**src/rtl/fifo_pkg.sv**
```systemverilog
// Shared async-FIFO definitions: pointer width, depth and Gray/binary helpers.
// Used by both the write-side and read-side pointer controllers.
package fifo_pkg;

  localparam int ADDRSIZE = 4;
  localparam int DEPTH    = 1 << ADDRSIZE;
  localparam int PTRW     = ADDRSIZE + 1;

  typedef logic [PTRW-1:0] ptr_t;

  function automatic ptr_t bin2gray(ptr_t b);
    return b ^ (b >> 1);
  endfunction

  function automatic ptr_t gray2bin(ptr_t g);
    ptr_t b;
    b = g;
    for (int i = PTRW - 2; i >= 0; i--) begin
      b[i] = b[i+1] ^ g[i];
    end
    return b;
  endfunction

endpackage

```
**src/rtl/sync_2ff.sv**
```systemverilog
// Two-flop synchronizer for a bus that changes at most one bit per source cycle.
// Synchronous active-high reset clears both stages.
module sync_2ff #(
  parameter int WIDTH = 1
) (
  input  logic             clk,
  input  logic             rst,
  input  logic [WIDTH-1:0] d,
  output logic [WIDTH-1:0] q
);

  logic [WIDTH-1:0] q1_q;
  logic [WIDTH-1:0] q2_q;

  always_ff @(posedge clk) begin
    if (rst) begin
      q1_q <= '0;
      q2_q <= '0;
    end else begin
      q1_q <= d;
      q2_q <= q1_q;
    end
  end

  assign q = q2_q;

endmodule

```
**src/rtl/fifo_wptr_full.sv**
```systemverilog
// Write-domain pointer and full/level/almost-full/overflow controller of the async FIFO.
// The Gray/binary helpers are sized from fifo_pkg::ADDRSIZE, so ADDRSIZE must match it.
module fifo_wptr_full
  import fifo_pkg::*;
#(
  parameter int ADDRSIZE     = fifo_pkg::ADDRSIZE,
  parameter int AFULL_MARGIN = 2
) (
  input  logic              wclk,
  input  logic              wrst,
  input  logic              win,
  input  logic [ADDRSIZE:0] rptr_gray,
  output logic [ADDRSIZE-1:0] waddr,
  output logic [ADDRSIZE:0] wptr_gray,
  output logic              wfull,
  output logic              walmost_full,
  output logic [ADDRSIZE:0] wlevel,
  output logic              woverflow
);

  localparam int W_DEPTH = 1 << ADDRSIZE;

  logic [ADDRSIZE:0] wbin_q, wbin_d;
  logic [ADDRSIZE:0] wgray_q, wgray_d;
  logic [ADDRSIZE:0] wlevel_q, wlevel_d;
  logic              wfull_q, wfull_d;
  logic              wafull_q, wafull_d;
  logic              wovf_q, wovf_d;
  logic [ADDRSIZE:0] rq2;
  logic [ADDRSIZE:0] rq2_bin;
  logic              wacc;

  sync_2ff #(
    .WIDTH (ADDRSIZE + 1)
  ) u_sync_r2w (
    .clk (wclk),
    .rst (wrst),
    .d   (rptr_gray),
    .q   (rq2)
  );

  always_comb begin
    wacc     = win & ~wfull_q;
    wbin_d   = wbin_q + {{ADDRSIZE{1'b0}}, wacc};
    wgray_d  = bin2gray(wbin_d);
    rq2_bin  = gray2bin(rq2);
    wlevel_d = wbin_d - rq2_bin;
    // Full when the write pointer has lapped the read pointer exactly once.
    wfull_d  = (wgray_d == {~rq2[ADDRSIZE:ADDRSIZE-1], rq2[ADDRSIZE-2:0]});
    wafull_d = (int'(wlevel_d) >= (W_DEPTH - AFULL_MARGIN));
    wovf_d   = wovf_q | (win & wfull_q);
  end

  always_ff @(posedge wclk) begin
    if (wrst) begin
      wbin_q   <= '0;
      wgray_q  <= '0;
      wlevel_q <= '0;
      wfull_q  <= 1'b0;
      wafull_q <= 1'b0;
      wovf_q   <= 1'b0;
    end else begin
      wbin_q   <= wbin_d;
      wgray_q  <= wgray_d;
      wlevel_q <= wlevel_d;
      wfull_q  <= wfull_d;
      wafull_q <= wafull_d;
      wovf_q   <= wovf_d;
    end
  end

  assign waddr        = wbin_q[ADDRSIZE-1:0];
  assign wptr_gray    = wgray_q;
  assign wfull        = wfull_q;
  assign walmost_full = wafull_q;
  assign wlevel       = wlevel_q;
  assign woverflow    = wovf_q;

endmodule

```
**config.mk**
```make
export PLATFORM = sky130hd
export DESIGN_NAME = fifo_wptr_full
export DESIGN_NICKNAME = d
export VERILOG_FILES = /design/src/rtl/fifo_pkg.sv /design/src/rtl/sync_2ff.sv /design/src/rtl/fifo_wptr_full.sv
export SDC_FILE = /design/constraint.sdc
export NUM_CORES = 1
export LEC_CHECK = 0
export BUFFER_PORTS_ARGS = -buffer_cell sky130_fd_sc_hd__clkbuf_2
export CAP_MARGIN = 5
export CORE_MARGIN = 2
export CORE_UTILIZATION = 52
export DETAILED_ROUTE_END_ITERATION = 10
export GPL_TIMING_DRIVEN = 0
export PLACE_DENSITY = 0.82
export SETUP_SLACK_MARGIN = 0.5
export SYNTH_ARGS = -nofsm -noshare
export SYNTH_HDL_FRONTEND = slang
export SYNTH_SLANG_ARGS = --single-unit
export TNS_END_PERCENT = 1
```
**constraint.sdc**
```tcl
create_clock -name wclk -period 2.95 [get_ports wclk]
set_input_delay 0.59 -clock wclk [delete_from_list [all_inputs] [get_ports wclk]]
set_output_delay 0.59 -clock wclk [all_outputs]
set_load 0.05 [all_outputs]
```
==> results.tsv, run 1 <==
metric	value	unit
status	completed	
hp-class	reg -> reg	
gp_congestion	0.792	
p_clk_share	18.5	%
worst_pin_slew	385	ps
grt_pass1_vias	774	
irDropWorstVdd	0.000318	V
final_layout_size_suffix_gt1_share	33.1	%
initial_core_util	54.2	%
synth_fp_nets	135	
internal_power	0.000548	W
multi_input_area	659	µm²
clk_root_buffer_cell	clkbuf_4	
final_common_cell	dfxtp_1	
most-common-layout-cells	dfxtp_1 (24), clkbuf_2 (23), nor2_1 (15)	
grt_max_degree	15	
fin_util	66.5	%
hpwl	1500	µm
route.detailed.drc	0	
min_period	2360	ps
ys_seq_area_share	45.5	%
synth_compound_area_share	4.85	%
grt_pass1_wl	3170	µm
finalSetupViolations	0	
cts_buffers	3	
clock_skew	8.04	ps
wirelength	1970	µm
hold_slack	449	ps
dieWidth	51.8	µm
ys_warn_count	0	
crit_type	reg -> reg	
rsz0062_at_grt	yes	
cts_tree	built	
clkTransAtPathRegs	130	ps
io-pin-count	25	
clock_sinks	27	
syn_area	1190	µm²
arrival	2560	ps
syn_inst	120	
antenna_cells	0	
post_drt_wl_per_cell	11.0	µm
fin_nets	167	
fin_tns_setup	0	ps
cts_htree_levels	1	
p_sw_share	34.7	%
power-per-cell-area	576	nW/µm²
via_count	840	
yosys.area_share.simple	19.4	%
syn-mean-instance-area	9.89	µm²
worst_setup_path_end_kind	flip-flop	
slew_viol_final	0	
leakage	0.667	nW
synthMuxAreaShare	0	%
max-slew-margin-rel	74.4	%
pwr-share-comb	33.0	%
ys_types	30	
synth-xor-area-share	18.2	%
switchingPower	0.000292	W
die_area	2680	µm²
drtIter0Drc	11	
synth_top_family_by_area	simple AND/OR/NAND/NOR gates	
critPathMaxFanout	2	
finalNonFillerCells	179	
std_cell_rows	17	
max_freq	424	MHz
drv_cap	0	
cts_hold_buf	0	
hold_viol_final	0	
antenna_found_initial	0	
post-route-period-util	79.9	%
p_seq_share	48.5	%
ff2ff_setup_slack	590	ps
clkLatencyLatePin	320	ps
layout.area.seq	544	µm²
yosys_register_bits	27	
synthAdderAreaFrac	8.01	%
core	2190	µm²
viasPerCell	4.69	
required	3150	ps
dp_cells	171	
grt_overflow	0	
dr.pass1.iters	4	
portBuffers	23	
die_h	51.8	µm
crit_path_start_kind	flip-flop	
groute.usage.overall	16.3	%
drtAntennaViolNets	0	
area_growth	22.8	%
clock_path_buffers	2	
nFillCells	181	
## power by group through the flow
| stage | logic (W) | registers [W] | clock network (W) |
|---|---|---|---|
| finish | 0.000277 | 0.000407 | 0.000155 |
| global route | 0.000301 | 0.000411 | 0.000175 |
| CTS | 0.000265 | 0.000407 | 0.000163 |
| detailed placement | 0.000260 | 0.000415 | 0 |
| global placement | 0.000254 | 0.000413 | 0 |
| floorplan | 0.000123 | 0.000503 | 0 |
## worst paths after layout
check,endpoint,cells after the start,start
setup / recovery,walmost_full,11,u_sync_r2w.q[3]
hold / removal,u_sync_r2w.q[4],1,u_sync_r2w.q1_q[4]
hold reg to reg,u_sync_r2w.q[4],1,u_sync_r2w.q1_q[4]
setup reg to reg,walmost_full,11,u_sync_r2w.q[3]
## stage by stage
step,total power [W],setup WS [ps],cell area [µm²]
2_1_floorplan,0.000626,502,1210
3_3_place_gp,0.000667,237,1360
3_5_place_dp,0.000675,129,1360
4_1_cts,0.000834,511,1400
5_1_grt,0.000887,432,1460
6_report,0.000840,592,1460
## Yosys cell counts
library cell | instances | area [µm²]
buf_2 | 2 | 10.0
or3_1 | 1 | 6.26
xnor2_2 | 2 | 32.5
o21ai_0 | 1 | 5.00
a21oi_1 | 5 | 25.0
nand4_1 | 1 | 6.26
a21o_1 | 1 | 7.51
nand3_1 | 2 | 10.0
xnor2_1 | 12 | 105
and3b_1 | 1 | 8.76
xor2_1 | 9 | 78.8
nand3b_1 | 1 | 7.51
clkbuf_1 | 3 | 11.3
and3_2 | 1 | 7.51
inv_2 | 1 | 3.75
nor2_1 | 15 | 56.3
nor3b_1 | 1 | 7.51
o21a_1 | 1 | 7.51
nand2_1 | 1 | 3.75
nor2b_1 | 13 | 81.3
and3_1 | 1 | 6.26
fa_1 | 1 | 20.0
and4b_1 | 1 | 10.0
nor4_2 | 1 | 12.5
inv_1 | 6 | 22.5
dfxtp_1 | 27 | 541
ha_1 | 6 | 75.1
o21ai_1 | 1 | 5.00
a21boi_0 | 1 | 7.51
nor4_1 | 1 | 6.26
## logic make-up (layout without fill, tap and decap cells)
logic type                 Yosys count  count (layout)
DFF                                 27              27
buffers and inverters               12              43
adders and majority gates            7               7
xor gates and xnor gates            23              23
AOI/OAI and AO/OA                   10              10
and+or+nand+nor                     41              41
## what timing repair did
action,CTS,global route
gates resized for setup,1,10
endpoints found under the setup margin,3,3
pin swaps,1,10
setup buffers,1,3
## registers in the layout, indices dropped and copies added, names as in the netlist
signal / flops
u_sync_r2w.q: 5
u_sync_r2w.q1_q: 5
walmost_full: 1
wbin_q: 5
wfull: 1
wlevel: 5
woverflow: 1
wptr_gray: 4
## area by class of cell
type                    count  share of cell area [%]
repair buffers             27                    9.96
plain buffers               5                    1.46
flip-flops and latches     27                    37.3
clock buffers               4                    1.80
well taps                  28                    2.40
multi-input cells          81                    45.2
inverters                   7                    1.80
## worst max-delay path: stages, from the launching register on
cell and delay, ps:
dfxtp_2 360, xnor2_2 200, xor2_1 230, xor2_1 230, xnor2_1 160, ha_2 230
fa_2 220, inv_2 40, a21o_1 160, a21oi_2 130, xor2_1 200, a21oi_1 90
## metal layers
layer	share of wire [%]	up-vias	wire length, µm	global-route usage (%)
met2	53	19	1040	30.8
met1	43	373	845	17.0
li1	-	446	-	-
met5	0	-	0	0
met4	0.71	0	14	7.89
met3	3.5	2	68	3.45
Power figures use the tool's default switching activity.
==> inputs of run 2 (changes only) <==
==> constraint.sdc (replaced) <==
create_clock -name wclk -period 2.3 [get_ports wclk]
set_input_delay 0.46 -clock wclk [delete_from_list [all_inputs] [get_ports wclk]]
set_output_delay 0.46 -clock wclk [all_outputs]
set_load 0.05 [all_outputs]
==> run 2 against run 1 <==
Global-route usage grew 2.5 points. Sequential power rose by 28%. Die area unchanged. Hold slack lost 110 ps. Maximum frequency up 1.8%. Sequential cell count unchanged. Largest cell class unchanged. Power rose by 31%. The run now ends with negative setup slack left. Critical path type unchanged.
==> results.tsv, run 2 (synthesis results as in run 1) <==
metric	value	unit
final_layout_size_suffix_gt1_share	37.2	%
status	complete, but fails checks	
core	2190	µm²
cts_buffers	3	
die_area	2680	µm²
clock_skew	1.70	ps
clkTransAtPathRegs	130	ps
crit_type	reg -> reg	
antenna_found_initial	0	
dp_cells	171	
via_count	896	
antenna_cells	0	
fin_util	70.7	%
irDropWorstVdd	0.000433	V
leakage	0.701	nW
die_h	51.8	µm
grt_max_degree	15	
crit_path_start_kind	flip-flop	
drtAntennaViolNets	0	
grt_pass1_wl	3640	µm
worst_pin_slew	427	ps
viasPerCell	4.87	
post_drt_wl_per_cell	11.8	µm
finalNonFillerCells	184	
io-pin-count	25	
fin_ws	-15.0	ps
clock_sinks	27	
arrival	2520	ps
max-slew-margin-rel	71.6	%
required	2510	ps
finalSetupViolations	2	
fin_nets	172	
rsz0062_at_grt	yes	
pre_cts_ws	-240	ps
initial_core_util	54.2	%
final_common_cell	clkbuf_2	
min_period	2320	ps
power.total	0.00110	W
power-per-cell-area	709	nW/µm²
hp-class	in -> reg	
hold_slack	338	ps
hpwl	1550	µm
area_growth	30.5	%
cts_htree_levels	1	
cts_tree	built	
grt_overflow	0	
grt_pass1_vias	874	
cts_hold_buf	0	
drtIter0Drc	7	
slew_viol_final	0	
gp_congestion	0.745	
hold_viol_final	0	
post-route-period-util	101	%
clkLatencyLatePin	320	ps
ff2ff_setup_slack	-20	ps
route.detailed.drc	0	
critPathMaxFanout	2	
clk_root_buffer_cell	clkbuf_4	
violations	negative setup slack	
worst_setup_path_end_kind	flip-flop	
drv_cap	0	
most-common-layout-cells	clkbuf_2 (23), dfxtp_1 (22), nor2_1 (15)	
std_cell_rows	17	
max_freq	432	MHz
groute.usage.overall	18.8	%
clock_path_buffers	2	
dr.pass1.iters	4	
wirelength	2170	µm
portBuffers	23	
dieWidth	51.8	µm
[run 2: worst paths after layout]
check / cells past startpoint / to / startpoint
max: 11 / walmost_full / u_sync_r2w.q[4]
min: 2 / u_sync_r2w.q1_q[3] / rptr_gray[3]
max reg2reg: 11 / walmost_full / u_sync_r2w.q[4]
min reg2reg: 1 / u_sync_r2w.q[3] / u_sync_r2w.q1_q[3]
[run 2: report_power, final]
| group | switching [W] | internal (W) |
|---|---|---|
| clock network | 0.000129 | 0.0000679 |
| logic | 0.000240 | 0.000140 |
| registers | 0.0000155 | 0.000507 |
[run 2: final cells by class]
| cell class | count | area, µm² |
|---|---|---|
| multi-input combinational | 81 | 706 |
| fill | 170 | 642 |
| sequential | 27 | 552 |
| timing repair buffer | 32 | 183 |
| tap | 28 | 35.0 |
| clock buffer | 4 | 26.3 |
| inverter | 7 | 26.3 |
| buffer | 5 | 21.3 |
[run 2: through the flow]
step,TNS (ps),cell area (µm²)
after floorplan,0,1250
after global placement,-371,1400
after global routing,-414,1550
after detailed placement,-644,1400
after CTS,-106,1470
final,-24.6,1550
[run 2: worst max-delay path: stages, from the launching register on]
cell     delay [ps]
dfxtp_4         390
xnor2_4         200
xor2_2          220
xor2_2          200
xnor2_1         150
ha_2            210
fa_2            220
inv_2            40
a21o_1          160
a21oi_2         130
xor2_1          190
a21oi_1          80
[run 2: what timing repair did]
item,CTS,global route
buffers inserted,4,5
pin swaps,11,12
setup endpoints to repair,5,6
resized for setup,4,8
hold endpoints to repair,0,0
[run 2: layer usage]
metal	wire length [µm]	vias to the layer above	global-route usage, %	part of all wire (%)
met5	0	-	0	0
met4	56	0	10.5	2.6
met3	111	7	2.59	5.1
met2	1170	31	35.7	54
met1	828	408	19.6	38
li1	-	450	-	-
